## config.mk

```make
export PLATFORM = sky130hd
export DESIGN_NAME = branch_gshare_spec
export DESIGN_NICKNAME = d
export VERILOG_FILES = /design/src/rtl/branch_gshare_spec.sv
export SDC_FILE = /design/constraint.sdc
export NUM_CORES = 1
export LEC_CHECK = 0
export ABC_AREA = 0
export CORE_MARGIN = 5
export CORE_UTILIZATION = 60
export CTS_BUF_LIST = sky130_fd_sc_hd__clkbuf_2
export DETAILED_ROUTE_END_ITERATION = 10
export DONT_BUFFER_PORTS = 1
export GPL_TIMING_DRIVEN = 0
export PLACE_DENSITY = 0.8
export SETUP_SLACK_MARGIN = 0.05
export SYNTH_ARGS = -nofsm -noshare
export SYNTH_HDL_FRONTEND = slang
export SYNTH_SLANG_ARGS = --single-unit
```

## constraint.sdc

```tcl
create_clock -name clk -period 12.85 [get_ports clk]
set_input_delay 1.9275 -clock clk [delete_from_list [all_inputs] [get_ports clk]]
set_output_delay 1.9275 -clock clk [all_outputs]
set_load 0.01 [all_outputs]
```

## src/rtl/branch_gshare_spec.sv

```systemverilog
// -----------------------------------------------------------------------------
// branch_gshare_spec
// Gshare branch direction predictor. A pattern history table (PHT) of
// saturating counters is indexed by PC bits XOR a speculative global history.
// After reset an init sweep writes INIT_CNT to every PHT entry, one per cycle,
// before the predictor reports ready.
//
// Ports
//   clk, rst          : clock, asynchronous active-high reset
//   pc_if, if_valid   : fetch PC and fetch-of-branch strobe
//   pred_taken_if     : predicted direction (counter MSB, 0 while not ready)
//   pht_idx_if        : hashed PHT index, carried down the pipe to EX
//   ghr_snap_if       : speculative history before this fetch's shift
//   ready             : init sweep complete
//   ex_update_en      : a branch resolves this cycle
//   ex_actual_taken   : resolved direction
//   ex_mispredict     : resolved direction differs from the prediction
//   pht_idx_ex        : index returned from IF
//   ghr_snap_ex       : history snapshot returned from IF
//   mispred_cnt       : saturating mispredict counter
// -----------------------------------------------------------------------------
module branch_gshare_spec #(
  parameter int unsigned IDX_W    = 8,
  parameter int unsigned HIST_W   = 8,
  parameter int unsigned CNT_W    = 2,
  parameter int unsigned INIT_CNT = 1
) (
  input  logic              clk,
  input  logic              rst,
  input  logic [31:0]       pc_if,
  input  logic              if_valid,
  output logic              pred_taken_if,
  output logic [IDX_W-1:0]  pht_idx_if,
  output logic [HIST_W-1:0] ghr_snap_if,
  output logic              ready,
  input  logic              ex_update_en,
  input  logic              ex_actual_taken,
  input  logic              ex_mispredict,
  input  logic [IDX_W-1:0]  pht_idx_ex,
  input  logic [HIST_W-1:0] ghr_snap_ex,
  output logic [15:0]       mispred_cnt
);

  localparam int unsigned      DEPTH    = 1 << IDX_W;
  localparam logic [CNT_W-1:0] CNT_MAX  = '1;
  localparam logic [CNT_W-1:0] CNT_INIT = CNT_W'(INIT_CNT);
  localparam logic [15:0]      MCNT_MAX = 16'hFFFF;

  typedef enum logic {
    ST_INIT = 1'b0,
    ST_RUN  = 1'b1
  } state_e;

  state_e            state_q;
  logic [IDX_W-1:0]  sweep_q;
  logic              ready_q;

  logic [HIST_W-1:0] ghr_spec_q, ghr_spec_d;
  logic [HIST_W-1:0] ghr_arch_q, ghr_arch_d;
  logic [15:0]       mispred_cnt_q, mispred_cnt_d;

  logic [CNT_W-1:0]  pht_q [DEPTH];

  logic [CNT_W-1:0]  cnt_rd_if_c;
  logic [CNT_W-1:0]  cnt_ex_old_c;
  logic [CNT_W-1:0]  cnt_ex_new_c;
  logic              upd_c;
  logic              repair_c;
  logic              shift_c;

  // PC bits outside the index field do not take part in the hash
  logic unused_pc_bits;
  assign unused_pc_bits = ^{pc_if[31:IDX_W+2], pc_if[1:0]};

  // Init sweep / run control; ready rises together with the move to RUN
  always_ff @(posedge clk or posedge rst) begin
    if (rst) begin
      state_q <= ST_INIT;
      sweep_q <= '0;
      ready_q <= 1'b0;
    end else begin
      case (state_q)
        ST_INIT: begin
          sweep_q <= sweep_q + IDX_W'(1);
          if (&sweep_q) begin
            state_q <= ST_RUN;
            ready_q <= 1'b1;
          end
        end
        ST_RUN: begin
          ready_q <= 1'b1;
        end
      endcase
    end
  end

  // All training is gated by ready so INIT ignores EX and IF activity
  assign upd_c    = ready_q & ex_update_en;
  assign repair_c = upd_c & ex_mispredict;
  assign shift_c  = ready_q & if_valid;

  // Fetch-side hash and prediction
  assign pht_idx_if    = pc_if[IDX_W+1:2] ^ IDX_W'(ghr_spec_q);
  assign cnt_rd_if_c   = pht_q[pht_idx_if];
  assign pred_taken_if = ready_q & cnt_rd_if_c[CNT_W-1];
  assign ghr_snap_if   = ghr_spec_q;

  // Saturating counter step for the resolving branch
  assign cnt_ex_old_c = pht_q[pht_idx_ex];

  always_comb begin
    cnt_ex_new_c = cnt_ex_old_c;
    if (ex_actual_taken) begin
      if (cnt_ex_old_c != CNT_MAX) cnt_ex_new_c = cnt_ex_old_c + CNT_W'(1);
    end else begin
      if (cnt_ex_old_c != '0) cnt_ex_new_c = cnt_ex_old_c - CNT_W'(1);
    end
  end

  // PHT storage: no reset, contents come from the sweep; reads see the old value
  always_ff @(posedge clk) begin
    if (state_q == ST_INIT) begin
      pht_q[sweep_q] <= CNT_INIT;
    end else if (upd_c) begin
      pht_q[pht_idx_ex] <= cnt_ex_new_c;
    end
  end

  // History and statistics next state; a mispredict repair overrides the IF shift.
  // The width cast keeps the low HIST_W bits of {history, new_bit}, which is the
  // left shift for HIST_W>1 and just new_bit for HIST_W==1.
  always_comb begin
    ghr_spec_d    = ghr_spec_q;
    ghr_arch_d    = ghr_arch_q;
    mispred_cnt_d = mispred_cnt_q;
    if (repair_c) begin
      ghr_spec_d = HIST_W'({ghr_snap_ex, ex_actual_taken});
    end else if (shift_c) begin
      ghr_spec_d = HIST_W'({ghr_spec_q, pred_taken_if});
    end
    if (upd_c) begin
      ghr_arch_d = HIST_W'({ghr_arch_q, ex_actual_taken});
    end
    if (repair_c && (mispred_cnt_q != MCNT_MAX)) begin
      mispred_cnt_d = mispred_cnt_q + 16'd1;
    end
  end

  always_ff @(posedge clk or posedge rst) begin
    if (rst) begin
      ghr_spec_q    <= '0;
      ghr_arch_q    <= '0;
      mispred_cnt_q <= '0;
    end else begin
      ghr_spec_q    <= ghr_spec_d;
      ghr_arch_q    <= ghr_arch_d;
      mispred_cnt_q <= mispred_cnt_d;
    end
  end

  assign ready       = ready_q;
  assign mispred_cnt = mispred_cnt_q;

endmodule
```

# Yosys cells after proc, flatten, opt, wreduce, memory -nomap -nowiden
# Memories as Yosys holds them, arrays and structs flattened.
# Index checks and enable logic that the tools add are counted.
# totals
register_bits	34
mem_bits_rw	512
input_bits	54
output_inout_bits	34
elab_cells	40
n_memories	1
# memory_table
name	words	word_bits	read_ports	rd_clocked_by_memory_dff	write_ports	line_no	source
pht_q	256	2	2	0	1	62	logic [CNT_W-1:0] pht_q [DEPTH];
# op_classes
addsub	4
n_eq_ne	3
muxes	16
bitwise_logic	6
n_reduce_logical	5
# op_table
operator	n
8-bit 2-to-1 mux	3
16-bit by 1-bit adder with 16-bit output (second input constant)	1
16-bit != test (second input constant)	1
8-bit by 1-bit adder with 8-bit output (second input constant)	1
1-bit 2-to-1 mux	8
2-bit 2-to-1 mux	4
8-bit AND reduction	1
8-bit XOR	1
1-bit bitwise AND	4
2-bit != test (second input constant)	2
2-bit nonzero test	2
2-bit by 1-bit adder with 2-bit output (second input constant)	1
1-bit case mux with 2 select lines	1
2-bit OR reduction	1
2-bit by 1-bit subtractor with 2-bit output (second input constant)	1
1-bit logical AND	1
1-bit inverter	1

# Logic depth before layout (Yosys ltp)
# depth
depth_word	6
ltp_mapped	13
ltp_nobuf	9

# Worst setup path after synthesis
# OpenSTA, ideal clock, no wires.
# synth_timing
path_kind	input to register
from	input pht_idx_ex[0]
to	memory pht_q[0][0] (data pin)
setup_time_ns	1.575
t_arrival_ns	10.854
required_time_ns	11.275
slack_ns	0.421
cell_stages	9
path_buffers	1
cell_sequence	buf_6 -> mux4_1 -> mux4_2 -> nand2_1 -> a21oi_1 -> or4_4 -> a32oi_1 -> nor4_1 -> a21oi_1
# synth_via
elab_chain_cells	5
word_cells_on_any_way	9
cone_classes	add/sub (2); eq/ne (1); mux (4); reduce/logical (1); memory (1)
# synth_rtl
element	line_no	source
start, declared	39	input logic [IDX_W-1:0] pht_idx_ex,
memory read 256 x 2 bit (*)	--	
2-bit by 1-bit subtractor with 2-bit output, or another cell as far along	116	if (cnt_ex_old_c != '0) cnt_ex_new_c = cnt_ex_old_c - CNT_W'(1);
2-bit 2-to-1 mux, on equally long branches	116, 114	
2-bit 2-to-1 mux (*)	113	if (ex_actual_taken) begin
2-bit 2-to-1 mux (no line) (*)	--	
end, declared	62	
# Mark *: on every way between the ends. The rest lies on a longest branch, timed or not.

# Final worst setup path
# layout_timing
from	input pc_if[3]
to	output pred_taken_if
# layout_via
elab_chain_cells	3
# layout_rtl
element	line_no	source
start, declared	30	input logic [31:0] pc_if,
8-bit XOR	103	assign pht_idx_if = pc_if[IDX_W+1:2] ^ IDX_W'(ghr_spec_q);
memory read 256 x 2 bit	--	
1-bit bitwise AND	105	assign pred_taken_if = ready_q & cnt_rd_if_c[CNT_W-1];
end, declared	32	output logic pred_taken_if,
# Every way passes these cells.

==> flow_summary_export.csv <==
group,metric,value,unit
status,status,"finished with violations",
status,failed_checks,"design-rule violations",
worst_setup_path,cp-startpoint,"pc_if[3]",
grt,grt_pass1_vias,16700,
detailed_routing,first_pass_iters,11,
pwr,power.switching,0.827,mW
synth,syn_nets,1628,
synth,netlist_top_cells_area,"edfxtp_1 (62%), mux4_2 (15%), nor2_1 (4.2%)",
clocking,root_buffer,"clkbuf_2",
detailed_routing,wl_per_cell,32.7,um
timing,period_needed,8.07,ns
synth,synth_warnings,0,
detailed_routing,drtAntennaViolNets,0,
detailed_routing,drt-initial-drc-count,3025,
pwr,p_leak,8.57,nW
cells_and_area,area_growth,9.20,%
place,dpl_worst_slack,4.87,ns
synth,avgSynthCellArea,15.9,um^2
floorplanning,core_area,0.0409,mm^2
pwr,pwr_density_cell,121,mW/mm^2
detailed_routing,via_count,17000,
worst_setup_path,r2r-start,"ghr_snap_if[1]$_DFFE_PP0P_",
timing,fin_worst_skew,0.0931,ns
worst_setup_path,start_kind,"input pin",
hold_path,hp-start,"mispred_cnt[7]$_DFFE_PP0P_",
clocking,postCtsSetupBuffers,0,
pwr,clkPwrFrac,36.8,%
floorplanning,rows,74,
place,dp_hpwl,51500,um
timing,tightest_slew,1.41,ns
detailed_routing,wl,76700,um
clocking,h-tree-depth,4,
clocking,cts_buffer_depth,3,
timing,max_slew_margin,5.38,%
timing,hold_violations,0,
floorplanning,fp.dieH,214,um
clocking,ctsHoldBuffers,0,
synth,netlist_instances,1572,
pwr,intPower,2.47,mW
worst_setup_path,cp-end-kind,"output port",
synth,synth_area,0.0249,mm^2
clocking,clk_latency,1.19,ns
timing,whs,0.556,ns
cells_and_area,nFillCells,2831,
worst_setup_path,crit_arrival,6.15,ns
synth,seq_area_frac_synth,65.1,%
grt,grtUsageTotal,33.8,%
synth,ys_ff_latch,546,
pwr,p_sw_share,25.1,%
clocking,cts.sinks,546,
worst_setup_path,cp.required,10.92,ns
clocking,cts_tree,"done",
floorplanning,boundaryPins,88,
place,port_buffers,0,
timing,setup_slack,4.78,ns
timing,fmax,124,MHz
pwr,p_seq_share,58.0,%
detailed_routing,drc_errors,2,
hold_path,hold_class,"register to register",
timing,slew_violations,0,
synth,synth_ff_type,"edfxtp_1",
pwr,power_frac_comb,5.3,%
timing,period_share,62.8,%
clocking,cts_resized,0,
grt,grt_pass1_wl,109000,um
worst_setup_path,critical_path_class,"input pin to output port",
synth,netlist_top_cells_count,"edfxtp_1 (512), nor2_1 (279), mux4_2 (165)",
worst_setup_path,path_max_fanout,10,
synth,synth_edf_count,512,
pwr,worst_ir_drop_vdd,55.9,uV
synth,yosysTopAreaCell,"edfxtp_1",
cells_and_area,fin_nets,1777,
synth,async_reset_ff_share,6.23,%
timing,setup_viol,0,
grt,antenna_found_initial,1,
synth,synth_cell_types,60,
synth,yosysMostFrequentCell,"edfxtp_1",
floorplanning,start_util,60.9,%
cells_and_area,drive_above_1_share,24.2,%
cells_and_area,seq_area,0.0162,mm^2
place,globalplace.congestion,1.03,
detailed_routing,vias_per_cell,7.24,
synth,yosysTopAreaCellShare,61.7,%
floorplanning,die_x,214,um
floorplanning,die-area,0.0457,mm^2
cells_and_area,multi_input_area,0.00813,mm^2
clocking,numCtsBuffers,133,
job,maxCapViolCount,0,
timing,rsz0062_at_grt,"false",
grt,grt_max_degree,47,
clocking,cts.clk_slew.worst_paths,0.09,ns
grt,grt_overflow,0,
[metrics by stage]
| stage | power, mW | setup TNS [ns] | utilization [%] | area, um^2 | instances |
|---|---|---|---|---|---|
| CTS | 3.29 | 0 | 66.4 | 27200 | 2341 |
| finish | 3.30 | 0 | 66.5 | 27200 | 2343 |
| global placement | 2.11 | -3998.10 | 62.5 | 25600 | 2104 |
| floorplan | 2.05 | 0 | - | 24900 | 1572 |
| global route | 3.40 | 0 | 66.5 | 27200 | 2343 |
| detailed placement | 2.12 | 0 | 63.4 | 25900 | 2117 |
[placed cells by master (no fill, tap or decap), types with 6 or more instances in the layout]
cell type	Yosys	final
inv_2	5	9
bufinv_16	0	6
a22oi_1	28	28
xor2_1	8	8
a31oi_1	8	8
buf_12	0	6
xnor2_1	22	20
dfrtp_1	34	34
nand3_1	45	45
o31ai_1	9	9
nor3_1	7	7
nor2_1	279	279
o21ai_0	14	14
a21oi_1	18	16
mux2i_1	74	74
clkbuf_2	0	185
edfxtp_1	512	512
o221ai_1	34	34
nand2_1	87	87
nand3b_1	10	10
clkbuf_1	62	62
a211oi_1	6	6
o22ai_1	17	17
buf_6	11	11
buf_2	15	15
clkinv_1	0	24
buf_16	0	8
mux4_2	165	165
buf_4	14	14
[cells by family (layout without fill, tap and decap cells)]
| kind of cell | Yosys count | count (layout) | synth area share (%) |
|---|---|---|---|
| adders and majority gates | 2 | 2 | 0.100 |
| buffers and inverters | 116 | 354 | 2.45 |
| AOI/OAI and AO/OA | 162 | 162 | 4.70 |
| and+or+nand+nor | 463 | 463 | 7.79 |
| muxes | 253 | 253 | 18.8 |
| other | 0 | 1 | 0 |
| xor gates and xnor gates | 30 | 30 | 1.05 |
| DFF | 546 | 546 | 65.1 |
[power groups by stage]
stage / logic, mW / registers (mW) / clock network (mW)
6_report: 0.174 / 1.91 / 1.21
5_1_grt: 0.174 / 1.91 / 1.31
4_1_cts: 0.164 / 1.91 / 1.21
3_5_place_dp: 0.164 / 1.95 / 0
3_3_place_gp: 0.162 / 1.95 / 0
2_1_floorplan: 0.0975 / 1.95 / 0
[worst max-delay path, stage by stage]
cell and delay, ns:
xor2_1 0.52, buf_2 0.43, buf_2 0.51, buf_2 0.57
mux4_2 0.42, a22oi_1 0.32, a21oi_1 0.11, nor3_1 0.41
a2111oi_0 0.12, a211oi_1 0.59, nor2b_1 0.21
[final timing paths]
kind                                                     to  slack [ns]  cells after the start
worst max-delay path                          pred_taken_if        4.78                     11
worst min-delay path             mispred_cnt[7]$_DFFE_PP0P_        0.56                      1
worst max register to register   ghr_snap_if[0]$_DFFE_PP0P_        8.06                     11
worst min register to register   mispred_cnt[7]$_DFFE_PP0P_        0.56                      1
max in group asynchronous        ghr_snap_if[0]$_DFFE_PP0P_       11.71                      2
min in group asynchronous       mispred_cnt[13]$_DFFE_PP0P_        0.68                      1
[layout make-up]
class | count | share of cell area [%]
Antenna cell | 1 | 0.00919
Buffer | 105 | 2.10
Clock buffer | 185 | 3.40
Clock inverter | 39 | 1.19
Inverter | 11 | 0.152
Multi-Input combinational cell | 910 | 29.9
Sequential cell | 546 | 59.6
Tap cell | 532 | 2.45
Timing Repair Buffer | 14 | 1.25
[sequential cells by signal, summed over array words and instances (netlist names)]
register / cells
state_q: 1
pht_q: 512
mispred_cnt: 16
sweep_q: 8
ready: 1
ghr_snap_if: 8
[per-layer routing]
layer  global-route usage, %  part of all wire, %  up-vias  wire [um]
met3                    11.7                   17      327      12700
met2                    49.0                   43     1797      33200
met4                    22.0                  7.9        0       6030
met1                    44.1                   32     8198      24800
li1                        -                    -     6646          -
met5                       0                    0        -          0
No activity file was read; power rests on OpenSTA's default activity.
